<file path="src/rtl/traffic_pkg.sv">
// Shared types and constants for the synthetic traffic source.
package traffic_pkg;
  typedef enum logic [1:0] {MODE_FIXED = 2'd0, MODE_RR = 2'd1, MODE_LFSR = 2'd2, MODE_RSVD = 2'd3} mode_e;
  typedef enum logic [1:0] {ST_IDLE = 2'd0, ST_SEND = 2'd1, ST_GAP = 2'd2} state_e;

  localparam logic [15:0] LfsrTaps = 16'hB400;
  localparam int          SrcIdW   = 8;

  // Right-shifting Galois step for x^16+x^14+x^13+x^11+1.
  function automatic logic [15:0] lfsr_step(input logic [15:0] s);
    return s[0] ? ((s >> 1) ^ LfsrTaps) : (s >> 1);
  endfunction
endpackage

</file>
<file path="src/rtl/traffic_src_if.sv">
// Packet stream between the traffic source and a switch input port.
interface traffic_src_if #(
  parameter int DataWidth = 32,
  parameter int AddrWidth = 2
);
  logic [DataWidth-1:0] data;
  logic [AddrWidth-1:0] addr;
  logic                 valid;
  logic                 ready;

  modport master (output data, addr, valid, input ready);
  modport slave  (input data, addr, valid, output ready);
endinterface

</file>
<file path="src/rtl/traffic_src_lfsr16.sv">
// 16-bit Galois LFSR with synchronous seed load and enable-gated advance.
module lfsr16 import traffic_pkg::*; #(
  parameter logic [15:0] Seed = 16'hACE1
) (
  input  logic        clk_i,
  input  logic        rst_ni,
  input  logic        load_i,
  input  logic        en_i,
  output logic [15:0] state_o
);
  logic [15:0] state_d, state_q;

  always_comb begin
    state_d = state_q;
    if (load_i)    state_d = Seed;
    else if (en_i) state_d = lfsr_step(state_q);
  end

  always_ff @(posedge clk_i) begin
    if (!rst_ni) state_q <= Seed;
    else         state_q <= state_d;
  end

  assign state_o = state_q;
endmodule

</file>
<file path="src/rtl/traffic_src.sv">
// Synthetic packet injector: programmed-length runs with gap and destination pattern.
// Optional stall counter output enabled by TRAFFIC_SRC_STALL_CNT_EN.
module traffic_src import traffic_pkg::*; #(
  parameter int          NumDst    = 4,
  parameter int          DataWidth = 32,
  parameter int          CntWidth  = 16,
  parameter logic [7:0]  SrcId     = 8'h00,
  parameter logic [15:0] LfsrSeed  = 16'hACE1,
  parameter int          AddrWidth = (NumDst > 1) ? $clog2(NumDst) : 1
) (
  input  logic                 clk_i,
  input  logic                 rst_ni,
  input  logic                 start_i,
  input  logic [CntWidth-1:0]  num_pkts_i,
  input  logic [7:0]           rate_i,
  input  logic [1:0]           mode_i,
  input  logic [AddrWidth-1:0] fixed_dst_i,
  traffic_src_if.master        pkt,
  output logic                 busy_o,
  output logic                 done_o,
  output logic [CntWidth-1:0]  sent_cnt_o
`ifdef TRAFFIC_SRC_STALL_CNT_EN
  ,
  output logic [31:0]          stall_cnt_o
`endif
);
  state_e               state_d, state_q;
  mode_e                mode_d, mode_q;
  logic [CntWidth-1:0]  num_d, num_q, seq_d, seq_q, sent_d, sent_q;
  logic [7:0]           rate_d, rate_q, gap_d, gap_q;
  logic [AddrWidth-1:0] fixed_d, fixed_q, rr_d, rr_q, dst;
  logic                 done_d, done_q;
  logic [15:0]          lfsr;
  logic                 start_ok, hs, last;

  assign start_ok = (state_q == ST_IDLE) && start_i && (num_pkts_i != '0);
  assign hs       = pkt.valid & pkt.ready;
  assign last     = (seq_q == num_q - 1'b1);

  lfsr16 #(.Seed(LfsrSeed)) u_lfsr (
    .clk_i  (clk_i),
    .rst_ni (rst_ni),
    .load_i (start_ok),
    .en_i   (hs),
    .state_o(lfsr)
  );

  always_ff @(posedge clk_i) begin
    if (!rst_ni) state_q <= ST_IDLE;
    else         state_q <= state_d;
  end

  always_comb begin
    state_d = state_q;
    case (state_q)
      ST_IDLE: if (start_ok) state_d = ST_SEND;
      ST_SEND: if (hs) begin
        if (last)              state_d = ST_IDLE;
        else if (rate_q != '0) state_d = ST_GAP;
      end
      ST_GAP:  if (gap_q == 8'd1) state_d = ST_SEND;
      default: state_d = ST_IDLE;
    endcase
  end

  // Reserved mode falls through to the fixed destination.
  always_comb begin
    case (mode_q)
      MODE_RR:   dst = rr_q;
      MODE_LFSR: dst = AddrWidth'(32'(lfsr) % NumDst);
      default:   dst = AddrWidth'(32'(fixed_q) % NumDst);
    endcase
  end

  always_comb begin
    pkt.valid = (state_q == ST_SEND);
    pkt.data  = '0;
    pkt.addr  = '0;
    if (state_q == ST_SEND) begin
      pkt.data[DataWidth-1 -: SrcIdW] = SrcId;
      pkt.data[CntWidth-1:0]          = seq_q;
      pkt.addr                        = dst;
    end
    busy_o     = (state_q != ST_IDLE);
    done_o     = done_q;
    sent_cnt_o = sent_q;
  end

  always_comb begin
    num_d   = num_q;
    rate_d  = rate_q;
    mode_d  = mode_q;
    fixed_d = fixed_q;
    seq_d   = seq_q;
    sent_d  = sent_q;
    rr_d    = rr_q;
    gap_d   = gap_q;
    done_d  = 1'b0;
    if ((state_q == ST_IDLE) && start_i) begin
      sent_d = '0;
      if (num_pkts_i == '0) begin
        done_d = 1'b1;
      end else begin
        num_d   = num_pkts_i;
        rate_d  = rate_i;
        mode_d  = mode_e'(mode_i);
        fixed_d = fixed_dst_i;
        seq_d   = '0;
        rr_d    = '0;
      end
    end
    if (hs) begin
      seq_d  = seq_q + 1'b1;
      sent_d = sent_q + 1'b1;
      rr_d   = (rr_q == AddrWidth'(NumDst - 1)) ? '0 : rr_q + 1'b1;
      gap_d  = rate_q;
      done_d = last;
    end else if (state_q == ST_GAP) begin
      gap_d = gap_q - 8'd1;
    end
  end

  always_ff @(posedge clk_i) begin
    if (!rst_ni) begin
      num_q   <= '0;
      rate_q  <= '0;
      mode_q  <= MODE_FIXED;
      fixed_q <= '0;
      seq_q   <= '0;
      sent_q  <= '0;
      rr_q    <= '0;
      gap_q   <= '0;
      done_q  <= 1'b0;
    end else begin
      num_q   <= num_d;
      rate_q  <= rate_d;
      mode_q  <= mode_d;
      fixed_q <= fixed_d;
      seq_q   <= seq_d;
      sent_q  <= sent_d;
      rr_q    <= rr_d;
      gap_q   <= gap_d;
      done_q  <= done_d;
    end
  end

`ifdef TRAFFIC_SRC_STALL_CNT_EN
  logic [31:0] stall_d, stall_q;

  always_comb begin
    stall_d = stall_q;
    if (start_ok)                                          stall_d = '0;
    else if (pkt.valid && !pkt.ready && (stall_q != '1))   stall_d = stall_q + 32'd1;
  end

  always_ff @(posedge clk_i) begin
    if (!rst_ni) stall_q <= '0;
    else         stall_q <= stall_d;
  end

  assign stall_cnt_o = stall_q;
`endif
endmodule
</file>
<file path="src/flat_wrapper.sv">
// flat-port wrapper written by rule: the top's interface ports become plain ports
module traffic_src_flat import traffic_pkg::*;
#(
  parameter int          NumDst    = 4,
  parameter int          DataWidth = 32,
  parameter int          CntWidth  = 16,
  parameter logic [7:0]  SrcId     = 8'h00,
  parameter logic [15:0] LfsrSeed  = 16'hACE1,
  parameter int          AddrWidth = (NumDst > 1) ? $clog2(NumDst) : 1
)
  (clk_i, rst_ni, start_i, num_pkts_i, rate_i, mode_i, fixed_dst_i, busy_o, done_o, sent_cnt_o, pkt_data, pkt_addr, pkt_valid, pkt_ready);
  traffic_src_if #(.DataWidth(DataWidth), .AddrWidth(AddrWidth)) pkt_i ();
  input  logic clk_i;
  input  logic rst_ni;
  input  logic start_i;
  input  logic [CntWidth-1:0] num_pkts_i;
  input  logic [7:0] rate_i;
  input  logic [1:0] mode_i;
  input  logic [AddrWidth-1:0] fixed_dst_i;
  output logic busy_o;
  output logic done_o;
  output logic [CntWidth-1:0] sent_cnt_o;
  output wire logic [$bits(pkt_i.data)-1:0] pkt_data;
  output wire logic [$bits(pkt_i.addr)-1:0] pkt_addr;
  output wire logic [$bits(pkt_i.valid)-1:0] pkt_valid;
  input wire logic [$bits(pkt_i.ready)-1:0] pkt_ready;
  assign pkt_data = pkt_i.data;
  assign pkt_addr = pkt_i.addr;
  assign pkt_valid = pkt_i.valid;
  assign pkt_i.ready = pkt_ready;
  traffic_src #(.NumDst(NumDst), .DataWidth(DataWidth), .CntWidth(CntWidth), .SrcId(SrcId), .LfsrSeed(LfsrSeed), .AddrWidth(AddrWidth)) u_core (.clk_i(clk_i), .rst_ni(rst_ni), .start_i(start_i), .num_pkts_i(num_pkts_i), .rate_i(rate_i), .mode_i(mode_i), .fixed_dst_i(fixed_dst_i), .pkt(pkt_i), .busy_o(busy_o), .done_o(done_o), .sent_cnt_o(sent_cnt_o));
endmodule
</file>
<file path="config.mk">
export PLATFORM = sky130hd
export DESIGN_NAME = traffic_src_flat
export DESIGN_NICKNAME = d
export VERILOG_FILES = /design/src/rtl/traffic_pkg.sv /design/src/rtl/traffic_src_if.sv /design/src/rtl/traffic_src_lfsr16.sv /design/src/rtl/traffic_src.sv /design/src/flat_wrapper.sv
export SDC_FILE = /design/constraint.sdc
export NUM_CORES = 1
export LEC_CHECK = 0
export BUFFER_PORTS_ARGS = -buffer_cell sky130_fd_sc_hd__buf_2
export CORE_AREA = 2 2 92 94
export CTS_CLUSTER_SIZE = 20
export DETAILED_ROUTE_END_ITERATION = 8
export DIE_AREA = 0 0 94 96
export GPL_TIMING_DRIVEN = 0
export PLACE_DENSITY = 0.83
export SYNTH_ARGS = -nofsm -noshare
export SYNTH_HDL_FRONTEND = slang
export SYNTH_HIERARCHICAL = 1
export SYNTH_SLANG_ARGS = --single-unit
export TNS_END_PERCENT = 20
</file>
<file path="constraint.sdc">
create_clock -name clk_i -period 5.3 [get_ports clk_i]
set_clock_uncertainty 0.2 [all_clocks]
set_input_delay 1.06 -clock clk_i [delete_from_list [all_inputs] [get_ports clk_i]]
set_output_delay 1.06 -clock clk_i [all_outputs]
set_load 0.02 [all_outputs]
</file>
## Yosys cells after proc, flatten, opt, wreduce, memory -nomap -nowiden

Index checks and enable logic that the tools add are counted.

| word-level totals | value |
|---|---|
| register bits after elaboration | 89 |
| input bits | 32 |
| output and inout bits | 53 |
| word-level logic and storage cells | 69 |

| operators by class | value |
|---|---|
| $add $sub $neg | 5 |
| equal/unequal tests | 12 |
| mux-type cells | 24 |
| bitwise operators | 4 |
| reduce and logical (&&, ||, !) cells | 13 |

Operators by type and width:

| cell | count |
|---|---|
| $mux W16 | 7 |
| $add A16 B1 Y16 const B | 2 |
| $mux W2 | 10 |
| $eq A16 B16 Y1 | 1 |
| $logic_not A16 Y1 | 1 |
| $mux W8 | 2 |
| $reduce_bool A16 Y1 | 1 |
| $sub A16 B1 Y16 const B | 1 |
| $eq A8 B1 Y1 const B | 1 |
| $reduce_bool A8 Y1 | 1 |
| $sub A8 B1 Y8 const B | 1 |
| $eq A2 B2 Y1 const B | 3 |
| $ne A2 B1 Y1 const B | 3 |
| $pmux W2 S3 | 1 |
| $reduce_bool A2 Y1 | 3 |
| $eq A2 B1 Y1 const B | 2 |
| $not A3 Y4 | 1 |
| $pmux W2 S2 | 1 |
| $reduce_and A2 Y1 | 2 |
| $reduce_and A4 Y1 | 1 |
| $mux W1 | 3 |
| $ne A3 B3 Y1 const B | 1 |
| $add A2 B1 Y2 const B | 1 |
| $logic_and A1 B1 Y1 | 2 |
| other kinds (5) | 6 |

## Depth between registers and ports, before layout

Gate-level depths: netlist of the first run.

| logic depth | value |
|---|---|
| depth after elaboration | 5 |
| depth in mapped cells | 8 |
| gate-level depth less buffers | 8 |

## By module

The synthesis of the first run kept the hierarchy.

Modules (own cells, without submodules):

| module | instances | cells an instance | area an instance (µm²) | sequential area each (µm²) |
|---|---|---|---|---|
| traffic_src | 1 | 523 | 4050.1 | 1461.4 |
| lfsr16 | 1 | 59 | 650.6 | 320.3 |

## Worst setup path before layout of the first run

Ideal clock, no wire load.

| timing path | value |
|---|---|
| path type | input-to-reg |
| start | input port num_pkts_i[3] |
| end | register u_core.u_lfsr.state_q[12] (netlist: u_core/u_lfsr/state_o[12]) |
| library setup time | 79 ps |
| arrival time | 2339 ps |
| required time | 5021 ps |
| setup slack | 2682 ps |
| stages | 8 |
| buffers on the path | 2 |
| path through | nor4_1 -> and4_1 -> nand2b_1 -> inv_2 -> clkbuf_1 -> nand2b_1 -> buf_2 -> a211oi_2 |

| on the way | value |
|---|---|
| longest elaborated chain between the ends | 3 |

RTL lines:

| what | line | source |
|---|---|---|
| start: declaration | flat_wrapper.sv:16 | `input logic [CntWidth-1:0] num_pkts_i;` |
| $reduce_bool A16 Y1 | traffic_src.sv:36 | `assign start_ok = (state_q == ST_IDLE) && start_i && (num_pkts_i != '0);` |
| $logic_and A1 B1 Y1 | traffic_src.sv:36 |  |
| via u_core.start_ok | traffic_src.sv:34 | `logic start_ok, hs, last;` |
| $reduce_or A2 Y1 (no source line) | -- |  |
| end signal: assignment | traffic_src_lfsr16.sv:21 | `else state_q <= state_d;` |
| end: declaration | traffic_src_lfsr16.sv:11 | `logic [15:0] state_d, state_q;` |

The timed path passes the listed nets, and every way through them passes these cells.
A chain may end at the register's enable or synchronous reset.

## Worst setup path in the final report of the first run

| timing path | value |
|---|---|
| start | register u_core.state_q[0] |
| end | output port pkt_data[7] |

| on the way | value |
|---|---|
| longest elaborated chain between the ends | 2 |

RTL lines:

| what | line | source |
|---|---|---|
| start: declaration | traffic_src.sv:27 | `state_e state_d, state_q;` |
| start signal: assignment | traffic_src.sv:50 | `else state_q <= state_d;` |
| $eq A2 B1 Y1 | traffic_src.sv:79 | `if (state_q == ST_SEND) begin` |
| $mux W16 | traffic_src.sv:79 |  |
| end: declaration | flat_wrapper.sv:23 | `output wire logic [$bits(pkt_i.data)-1:0] pkt_data;` |

No other way between the ends.

==> impl_metrics.xml, run 1 <==
<?xml version="1.0" encoding="UTF-8"?>
<metrics>
  <group name="status">
    <metric name="outcome" unit="">finished, final reports clean</metric>
  </group>
  <group name="clock_network">
    <metric name="cts_max_level" unit="">3</metric>
    <metric name="tritoncts_num_sinks" unit="">89</metric>
    <metric name="numCtsBuffers" unit="">9</metric>
    <metric name="post-cts-setup-buffers" unit="">0</metric>
    <metric name="clk_pin_slew" unit="ns">0.09</metric>
    <metric name="hold_buffers" unit="">0</metric>
    <metric name="number_of_gates_given_a_new_drive_strength_after_cts" unit="">0</metric>
    <metric name="tritoncts" unit="">yes</metric>
    <metric name="cts-root-to-sink-buffers" unit="">2</metric>
    <metric name="clk-insertion-delay-late" unit="ns">0.36</metric>
    <metric name="root_buffer" unit="">sky130_fd_sc_hd__clkbuf_8</metric>
  </group>
  <group name="global_routing">
    <metric name="grt_antenna_before_repair" unit="">0</metric>
    <metric name="grt_pass1_wl" unit="mm">19.0</metric>
    <metric name="pin_count_of_the_biggest_net_entering_global_routing" unit="">18</metric>
    <metric name="gr-total-overflow" unit="">0</metric>
    <metric name="global_route.usage.total" unit="%">26.4</metric>
    <metric name="first_global_vias" unit="">4085</metric>
  </group>
  <group name="power_and_ir_drop">
    <metric name="power.internal" unit="W">0.00103</metric>
    <metric name="p_sw" unit="W">0.000538</metric>
    <metric name="pwr-share-seq" unit="%">47.6</metric>
    <metric name="pwr-share-clk" unit="%">28.2</metric>
    <metric name="p_total" unit="W">0.00157</metric>
    <metric name="max_rail_drop_vdd" unit="µV">155</metric>
    <metric name="swShare" unit="%">34.3</metric>
    <metric name="power.share.combinational" unit="%">24.2</metric>
    <metric name="cellLeakagePower" unit="nW">2.23</metric>
    <metric name="p_per_area" unit="nW/µm²">290</metric>
  </group>
  <group name="die">
    <metric name="die-area" unit="µm²">9020</metric>
    <metric name="fp.dieH" unit="µm">96</metric>
    <metric name="floorplan.core_area" unit="µm²">8050</metric>
    <metric name="i_o_pin_total" unit="">85</metric>
    <metric name="floorplan.initialDensity" unit="%">58.4</metric>
    <metric name="rows" unit="">33</metric>
    <metric name="die-width" unit="µm">94</metric>
  </group>
  <group name="logic_synthesis">
    <metric name="dominant_combinational_cell_family_by_area_after_synthesis" unit="">simple AND/OR/NAND/NOR gates</metric>
    <metric name="ys_seq_area_share" unit="%">37.9</metric>
    <metric name="edff_count_synth" unit="">0</metric>
    <metric name="synthMuxAreaShare" unit="%">3.97</metric>
    <metric name="synthesis.instances" unit="">582</metric>
    <metric name="synth_area" unit="µm²">4700</metric>
    <metric name="post_synth_fa_ha_maj_area_fraction" unit="%">2.13</metric>
    <metric name="ys_seq_elements" unit="">89</metric>
    <metric name="synth-xor-area-share" unit="%">4.66</metric>
    <metric name="synth-simple-area-share" unit="%">28.2</metric>
    <metric name="synth_async_sr_flop_share" unit="%">0</metric>
    <metric name="ys_dominant_reg_cell" unit="">sky130_fd_sc_hd__dfxtp_1</metric>
    <metric name="yosysUniqueCellTypes" unit="">68</metric>
    <metric name="fraction_of_the_mapped_netlist_area_in_compound_gates" unit="%">16.2</metric>
    <metric name="post_synth.cell_area_avg" unit="µm²">8.08</metric>
    <metric name="synth_warn" unit="">6</metric>
  </group>
  <group name="timing">
    <metric name="maxSlewHeadroom" unit="%">57.8</metric>
    <metric name="rsz0062_at_grt" unit="">no</metric>
    <metric name="final-hold-violation-count" unit="">0</metric>
    <metric name="final_max_slew_viol_count" unit="">0</metric>
    <metric name="tightest_slew" unit="ns">0.625</metric>
    <metric name="max_freq" unit="GHz">0.322</metric>
    <metric name="fin_setup_tns" unit="ns">0</metric>
    <metric name="min_period" unit="ns">3.11</metric>
    <metric name="fin_crit_sh" unit="%">58.6</metric>
    <metric name="finalSetupViolations" unit="">0</metric>
  </group>
  <group name="route">
    <metric name="average_wire_length_per_cell_after_detail_routing" unit="µm">14.7</metric>
    <metric name="vias" unit="">4494</metric>
    <metric name="routed_wl" unit="mm">11.6</metric>
    <metric name="via_per_inst" unit="">5.72</metric>
    <metric name="detail_route.iter0.violations" unit="">363</metric>
    <metric name="remaining_drc_errors" unit="">0</metric>
    <metric name="antenna_left" unit="">0</metric>
    <metric name="drt_first_pass_iters" unit="">5</metric>
  </group>
  <group name="cells_and_area">
    <metric name="final_layout_size_suffix_gt1_share" unit="%">19.5</metric>
    <metric name="syn2layout_area_growth" unit="%">15.1</metric>
    <metric name="n_antenna_cell" unit="">0</metric>
    <metric name="finalNetCount" unit="">716</metric>
  </group>
  <group name="worst_setup_path">
    <metric name="critPathKind" unit="">reg2out</metric>
    <metric name="setup.worst_path.end_class" unit="">primary output</metric>
    <metric name="startpoint_type" unit="">register</metric>
    <metric name="critPathRequiredTime" unit="ns">4.04</metric>
    <metric name="arrival" unit="ns">1.85</metric>
    <metric name="worst-path-max-fanout" unit="">10</metric>
  </group>
  <group name="placed_design">
    <metric name="dp.final_hpwl" unit="mm">8.70</metric>
    <metric name="io_buffers" unit="">68</metric>
    <metric name="routabilityCongestion" unit="">0.929</metric>
  </group>
  <group name="job">
    <metric name="max_cap_viols" unit="">0</metric>
  </group>
  <group name="min_path">
    <metric name="hold_path_class" unit="">reg2reg</metric>
  </group>
</metrics>
==> synthesized netlist by cell type (all sizes together), types with 2 or more instances <==
cell    number  area share [%]
inv         11            0.88
mux2         5             1.2
a31oi        7            0.93
and3b        2            0.40
o211ai       6            0.96
clkbuf      18             1.5
a22oi        5             1.0
xor2        10             1.9
a221oi       2            0.37
nand3b       3            0.56
a311oi       4            0.75
nor2        57             4.7
and2        19             2.5
o21a         2            0.32
and3         8             1.1
nand3       21             2.2
buf         29             4.5
dfxtp       89              38
nor4        10             2.2
nand2b       6            0.80
mux2i       13             2.8
o31ai        3            0.48
or4          5            0.88
ha           8             2.1
nor3b        2            0.43
nor2b        2            0.27
and4         3            0.56
nand2       90             7.2
xnor2       15             2.8
or2          3            0.40
nor3        12             1.5
a21oi       65             6.9
or3          5            0.67
a211oi       2            0.43
o21ai       19             2.0
nand4        7            0.93
==> final timing paths <==
check / startpoint / to / slack (ns) / depth (start not counted)
worst max-delay path: u_core/state_q[0]$_SDFFE_PN0P_ / pkt_data[7] / 2.19 / 5
worst min-delay path: u_core/fixed_q[0]$_SDFFE_PN0P_ / u_core/fixed_q[0]$_SDFFE_PN0P_ / 0.27 / 2
worst max register to register: u_core/num_q[0]$_SDFFE_PN0P_ / u_core/done_o$_SDFF_PN0_ / 2.81 / 8
worst min register to register: u_core/fixed_q[0]$_SDFFE_PN0P_ / u_core/fixed_q[0]$_SDFFE_PN0P_ / 0.27 / 2
==> area by class of cell <==
class	instances	area, µm²
plain buffers	47	282
clock buffers	9	124
clock inverters	7	58.8
fillers	697	2640
inverters	11	41.3
multi-input cells	450	2650
flip-flops and latches	89	1780
well taps	105	131
repair buffers	68	340
==> power by group through the flow <==
stage / registers [W] / logic [W] / clock network, W
after floorplan: 0.000752 / 0.000286 / 0
after global placement: 0.000759 / 0.000362 / 0
after detailed placement: 0.000761 / 0.000373 / 0
after CTS: 0.000746 / 0.000375 / 0.000451
after global routing: 0.000753 / 0.000419 / 0.000484
final: 0.000747 / 0.000380 / 0.000443
==> cell families (layout without fill, tap and decap cells) <==
family,count (synthesis),count (layout)
multiplexers,18,18
XOR/XNOR,25,25
AO/OA/AOI/OAI,125,125
flip-flops,89,89
adder cells (fa/ha/maj),8,8
buffers and inverters,58,142
AND/OR/NAND/NOR,258,258
other,1,16
==> per-stage QoR <==
stage / std cells / hold slack [ns] / utilization [%] / area [µm²] / worst slack (ns)
finish: 786 / 0.275 / 67.2 / 5410 / 2.19
global route: 786 / 0.298 / 67.2 / 5410 / 2.05
CTS: 786 / 0.276 / 67.2 / 5410 / 2.22
detailed placement: 770 / 0.259 / 64.9 / 5230 / 1.93
global placement: 770 / 0.247 / 64.9 / 5230 / 1.95
floorplan: 597 / 0.237 / - / 4760 / 2.68
==> critical path, stage by stage, from the launching register on <==
cell	delay, ns
sky130_fd_sc_hd__dfxtp_1	0.46
sky130_fd_sc_hd__nand2b_1	0.17
sky130_fd_sc_hd__inv_1	0.27
sky130_fd_sc_hd__clkbuf_1	0.27
sky130_fd_sc_hd__and2_1	0.16
sky130_fd_sc_hd__buf_2	0.16
==> sequential cells by signal, summed over array words and instances, names as in the netlist <==
signal / count
u_core/gap_q: 8
u_core/rr_q: 2
u_core/mode_q: 2
u_core/done_o: 1
u_core/u_lfsr/state_o: 16
u_core/seq_q: 16
u_core/state_q: 2
u_core/num_q: 16
u_core/fixed_q: 2
u_core/sent_cnt_o: 16
u_core/rate_q: 8
==> cell usage in the layout, fill, tap and decap left out, types with 3 or more instances in the layout <==
cell and count:
sky130_fd_sc_hd__conb_1 16, sky130_fd_sc_hd__mux2_1 5, sky130_fd_sc_hd__inv_2 3, sky130_fd_sc_hd__nor3_1 10, sky130_fd_sc_hd__xor2_1 10, sky130_fd_sc_hd__or4_1 4
sky130_fd_sc_hd__a22oi_1 3, sky130_fd_sc_hd__mux2i_1 13, sky130_fd_sc_hd__nand2_1 90, sky130_fd_sc_hd__buf_2 75, sky130_fd_sc_hd__clkbuf_1 17, sky130_fd_sc_hd__ha_1 8
sky130_fd_sc_hd__and3_1 8, sky130_fd_sc_hd__a311oi_1 4, sky130_fd_sc_hd__inv_1 8, sky130_fd_sc_hd__clkbuf_8 9, sky130_fd_sc_hd__or3_1 5, sky130_fd_sc_hd__and2_1 19
sky130_fd_sc_hd__o21ai_0 13, sky130_fd_sc_hd__dfxtp_1 89, sky130_fd_sc_hd__a21oi_1 65, sky130_fd_sc_hd__and4_1 3, sky130_fd_sc_hd__inv_6 4, sky130_fd_sc_hd__o211ai_1 6
sky130_fd_sc_hd__a31oi_1 7, sky130_fd_sc_hd__nand3_1 21, sky130_fd_sc_hd__nor2_2 3, sky130_fd_sc_hd__nand4_1 7, sky130_fd_sc_hd__o21ai_1 6, sky130_fd_sc_hd__nand2b_1 6
sky130_fd_sc_hd__o31ai_1 3, sky130_fd_sc_hd__buf_4 17, sky130_fd_sc_hd__xnor2_1 15, sky130_fd_sc_hd__nor4_1 6, sky130_fd_sc_hd__nor2_1 54
==> per-layer routing <==
metal | up-vias | GRT usage (%) | part of all wire (%) | wire length (µm)
met3 | 30 | 3.37 | 6.0 | 696
met1 | 2101 | 33.8 | 44 | 5070
met2 | 164 | 45.5 | 48 | 5550
met5 | - | 0 | 0 | 0
met4 | 0 | 10.1 | 2.4 | 273
li1 | 2199 | - | - | -
Note: power is estimated with default switching activity, not from simulation.
==> inputs of run 2 (changes only) <==
Settings changed: CORE_AREA 2 2 92 94 to 2 2 95 97, DIE_AREA 0 0 94 96 to 0 0 97 99, PLACE_DENSITY 0.83 to 0.79.
Clock period 5.3 ns to 3 ns, I/O delays scaled along.
==> run 2 against run 1 <==
Net effect:
- sequential cell count is the same
- count of clock-buffer cells in the layout increased by 2
- via count is 1.5% lower
- setup slack got worse by 1.8 ns
- global-route usage is 2.0 points lower
- critical path depth unchanged
- total power up 75%
- critical endpoint is now pkt_data[8]
==> impl_metrics.xml, run 2 (synthesized netlist as in run 1, its figures left out) <==
<?xml version="1.0" encoding="UTF-8"?>
<metrics>
  <group name="cells_and_area">
    <metric name="postLayoutCoreUtil" unit="%">63.3</metric>
    <metric name="finalNetCount" unit="">716</metric>
    <metric name="syn2layout_area_growth" unit="%">15.1</metric>
    <metric name="final_layout_size_suffix_gt1_share" unit="%">19.4</metric>
    <metric name="final_common_cell" unit="">sky130_fd_sc_hd__nand2_1</metric>
    <metric name="n_antenna_cell" unit="">0</metric>
    <metric name="stdcell_area" unit="µm²">5410</metric>
    <metric name="most-common-layout-cells" unit="">sky130_fd_sc_hd__nand2_1, sky130_fd_sc_hd__dfxtp_1, sky130_fd_sc_hd__buf_2</metric>
  </group>
  <group name="timing">
    <metric name="maxSlewHeadroom" unit="%">59.3</metric>
    <metric name="final_max_slew_viol_count" unit="">0</metric>
    <metric name="max_freq" unit="GHz">0.383</metric>
    <metric name="finalSetupViolations" unit="">0</metric>
    <metric name="fin_crit_sh" unit="%">87.0</metric>
    <metric name="tightest_slew" unit="ns">0.611</metric>
    <metric name="fin_setup_tns" unit="ns">0</metric>
    <metric name="final-hold-violation-count" unit="">0</metric>
    <metric name="min_period" unit="ns">2.61</metric>
    <metric name="rsz0062_at_grt" unit="">no</metric>
  </group>
  <group name="route">
    <metric name="vias" unit="">4425</metric>
    <metric name="remaining_drc_errors" unit="">0</metric>
    <metric name="routed_wl" unit="mm">11.6</metric>
    <metric name="via_per_inst" unit="">5.61</metric>
    <metric name="antenna_left" unit="">0</metric>
    <metric name="drt_first_pass_iters" unit="">5</metric>
    <metric name="average_wire_length_per_cell_after_detail_routing" unit="µm">14.7</metric>
    <metric name="detail_route.iter0.violations" unit="">210</metric>
  </group>
  <group name="job">
    <metric name="max_cap_viols" unit="">0</metric>
  </group>
  <group name="clock_network">
    <metric name="hold_buffers" unit="">0</metric>
    <metric name="number_of_gates_given_a_new_drive_strength_after_cts" unit="">0</metric>
    <metric name="numCtsBuffers" unit="">9</metric>
    <metric name="tritoncts" unit="">yes</metric>
    <metric name="tritoncts_num_sinks" unit="">89</metric>
    <metric name="root_buffer" unit="">sky130_fd_sc_hd__clkbuf_8</metric>
    <metric name="post-cts-setup-buffers" unit="">0</metric>
    <metric name="clk_pin_slew" unit="ns">0.08</metric>
    <metric name="cts-root-to-sink-buffers" unit="">2</metric>
    <metric name="clk-insertion-delay-late" unit="ns">0.36</metric>
    <metric name="cts_max_level" unit="">3</metric>
  </group>
  <group name="power_and_ir_drop">
    <metric name="cellLeakagePower" unit="nW">2.23</metric>
    <metric name="max_rail_drop_vdd" unit="µV">286</metric>
    <metric name="p_per_area" unit="nW/µm²">508</metric>
  </group>
  <group name="placed_design">
    <metric name="dp.final_hpwl" unit="mm">8.60</metric>
    <metric name="io_buffers" unit="">68</metric>
    <metric name="routabilityCongestion" unit="">0.914</metric>
    <metric name="placement.cell_area" unit="µm²">5230</metric>
  </group>
  <group name="worst_setup_path">
    <metric name="worst-path-max-fanout" unit="">10</metric>
    <metric name="reg2regPathDepth" unit="">8</metric>
    <metric name="worst_r2r_startpoint" unit="">u_core/num_q[0]$_SDFFE_PN0P_</metric>
    <metric name="worstReg2RegEnd" unit="">u_core/state_q[1]$_SDFFE_PN0P_</metric>
    <metric name="startpoint_type" unit="">register</metric>
    <metric name="worst-r2r-setup-slack" unit="ns">0.52</metric>
    <metric name="critPathKind" unit="">reg2out</metric>
    <metric name="arrival" unit="ns">1.81</metric>
    <metric name="setup.worst_path.end_class" unit="">primary output</metric>
    <metric name="critPathRequiredTime" unit="ns">2.20</metric>
  </group>
  <group name="global_routing">
    <metric name="grt_pass1_wl" unit="mm">19.2</metric>
    <metric name="gr-total-overflow" unit="">0</metric>
    <metric name="global_route.usage.total" unit="%">24.4</metric>
    <metric name="first_global_vias" unit="">4133</metric>
    <metric name="grt_antenna_before_repair" unit="">0</metric>
    <metric name="pin_count_of_the_biggest_net_entering_global_routing" unit="">16</metric>
  </group>
  <group name="die">
    <metric name="fp.dieH" unit="µm">99</metric>
    <metric name="i_o_pin_total" unit="">85</metric>
    <metric name="floorplan.core_area" unit="µm²">8550</metric>
    <metric name="die-width" unit="µm">97</metric>
    <metric name="floorplan.initialDensity" unit="%">55.0</metric>
    <metric name="die-area" unit="µm²">9600</metric>
    <metric name="rows" unit="">34</metric>
  </group>
  <group name="min_path">
    <metric name="worstHoldStart" unit="">u_core/fixed_q[0]$_SDFFE_PN0P_</metric>
    <metric name="hold-path-endpoint" unit="">u_core/fixed_q[0]$_SDFFE_PN0P_</metric>
    <metric name="worstHoldPathCells" unit="">2</metric>
    <metric name="hold_path_class" unit="">reg2reg</metric>
  </group>
  <group name="status">
    <metric name="outcome" unit="">finished, final reports clean</metric>
  </group>
</metrics>
## run 2: changes by cell type in the layout (fill, tap and decap cells not counted)
cell / change
sky130_fd_sc_hd__clkbuf_8: +1
sky130_fd_sc_hd__clkinv_4: +2
sky130_fd_sc_hd__inv_6: -3
sky130_fd_sc_hd__inv_8: -1
sky130_fd_sc_hd__clkbuf_1: +1
## run 2: metrics by stage
stage	power (W)	setup WS, ns	hold WS [ns]	std cells
floorplan	0.00183	0.834	0.237	597
global placement	0.00199	0.178	0.246	773
detailed placement	0.00200	0.140	0.254	773
CTS	0.00277	0.380	0.263	789
global route	0.00289	0.246	0.271	789
finish	0.00275	0.389	0.271	789
## run 2: final cells by class
| type | instances | area, µm² |
|---|---|---|
| fill | 751 | 3140 |
| multi-input combinational | 450 | 2650 |
| sequential | 89 | 1780 |
| timing repair buffer | 68 | 340 |
| buffer | 47 | 282 |
| clock buffer | 11 | 141 |
| tap | 108 | 135 |
| inverter | 11 | 41.3 |
| clock inverter | 5 | 38.8 |
## run 2: worst max-delay path: stages, from the launching register on
cell                       delay [ns]
sky130_fd_sc_hd__dfxtp_1         0.46
sky130_fd_sc_hd__nand2b_1        0.16
sky130_fd_sc_hd__inv_1           0.25
sky130_fd_sc_hd__clkbuf_1        0.27
sky130_fd_sc_hd__and2_1          0.17
sky130_fd_sc_hd__buf_2           0.16
## run 2: worst max-delay path by stage
stage	startpoint	end	slack [ns]
2_1_floorplan	u_core/num_q[0]$_SDFFE_PN0P_	u_core/state_q[0]$_SDFFE_PN0P_	0.83
3_3_place_gp	num_pkts_i[0]	u_core/u_lfsr/state_o[10]$_SDFFE_PP1P_	0.18
3_5_place_dp	num_pkts_i[0]	u_core/u_lfsr/state_o[13]$_SDFFE_PP1P_	0.14
4_1_cts	u_core/state_q[0]$_SDFFE_PN0P_	pkt_data[8]	0.38
5_1_grt	u_core/state_q[0]$_SDFFE_PN0P_	pkt_data[13]	0.25
6_report	u_core/state_q[0]$_SDFFE_PN0P_	pkt_data[8]	0.39
## run 2: power by group
| part | internal [W] | switching, W |
|---|---|---|
| Clock | 0.000329 | 0.000432 |
| Sequential | 0.00125 | 0.0000730 |
| Combinational | 0.000258 | 0.000412 |
## run 2: metal layers
| layer | up-vias | wire length [µm] | global-route usage, % |
|---|---|---|---|
| met2 | 155 | 5530 | 42.4 |
| li1 | 2196 | - | - |
| met5 | - | 0 | 0 |
| met3 | 25 | 760 | 5.04 |
| met4 | 0 | 283 | 9.10 |
| met1 | 2049 | 5010 | 29.8 |
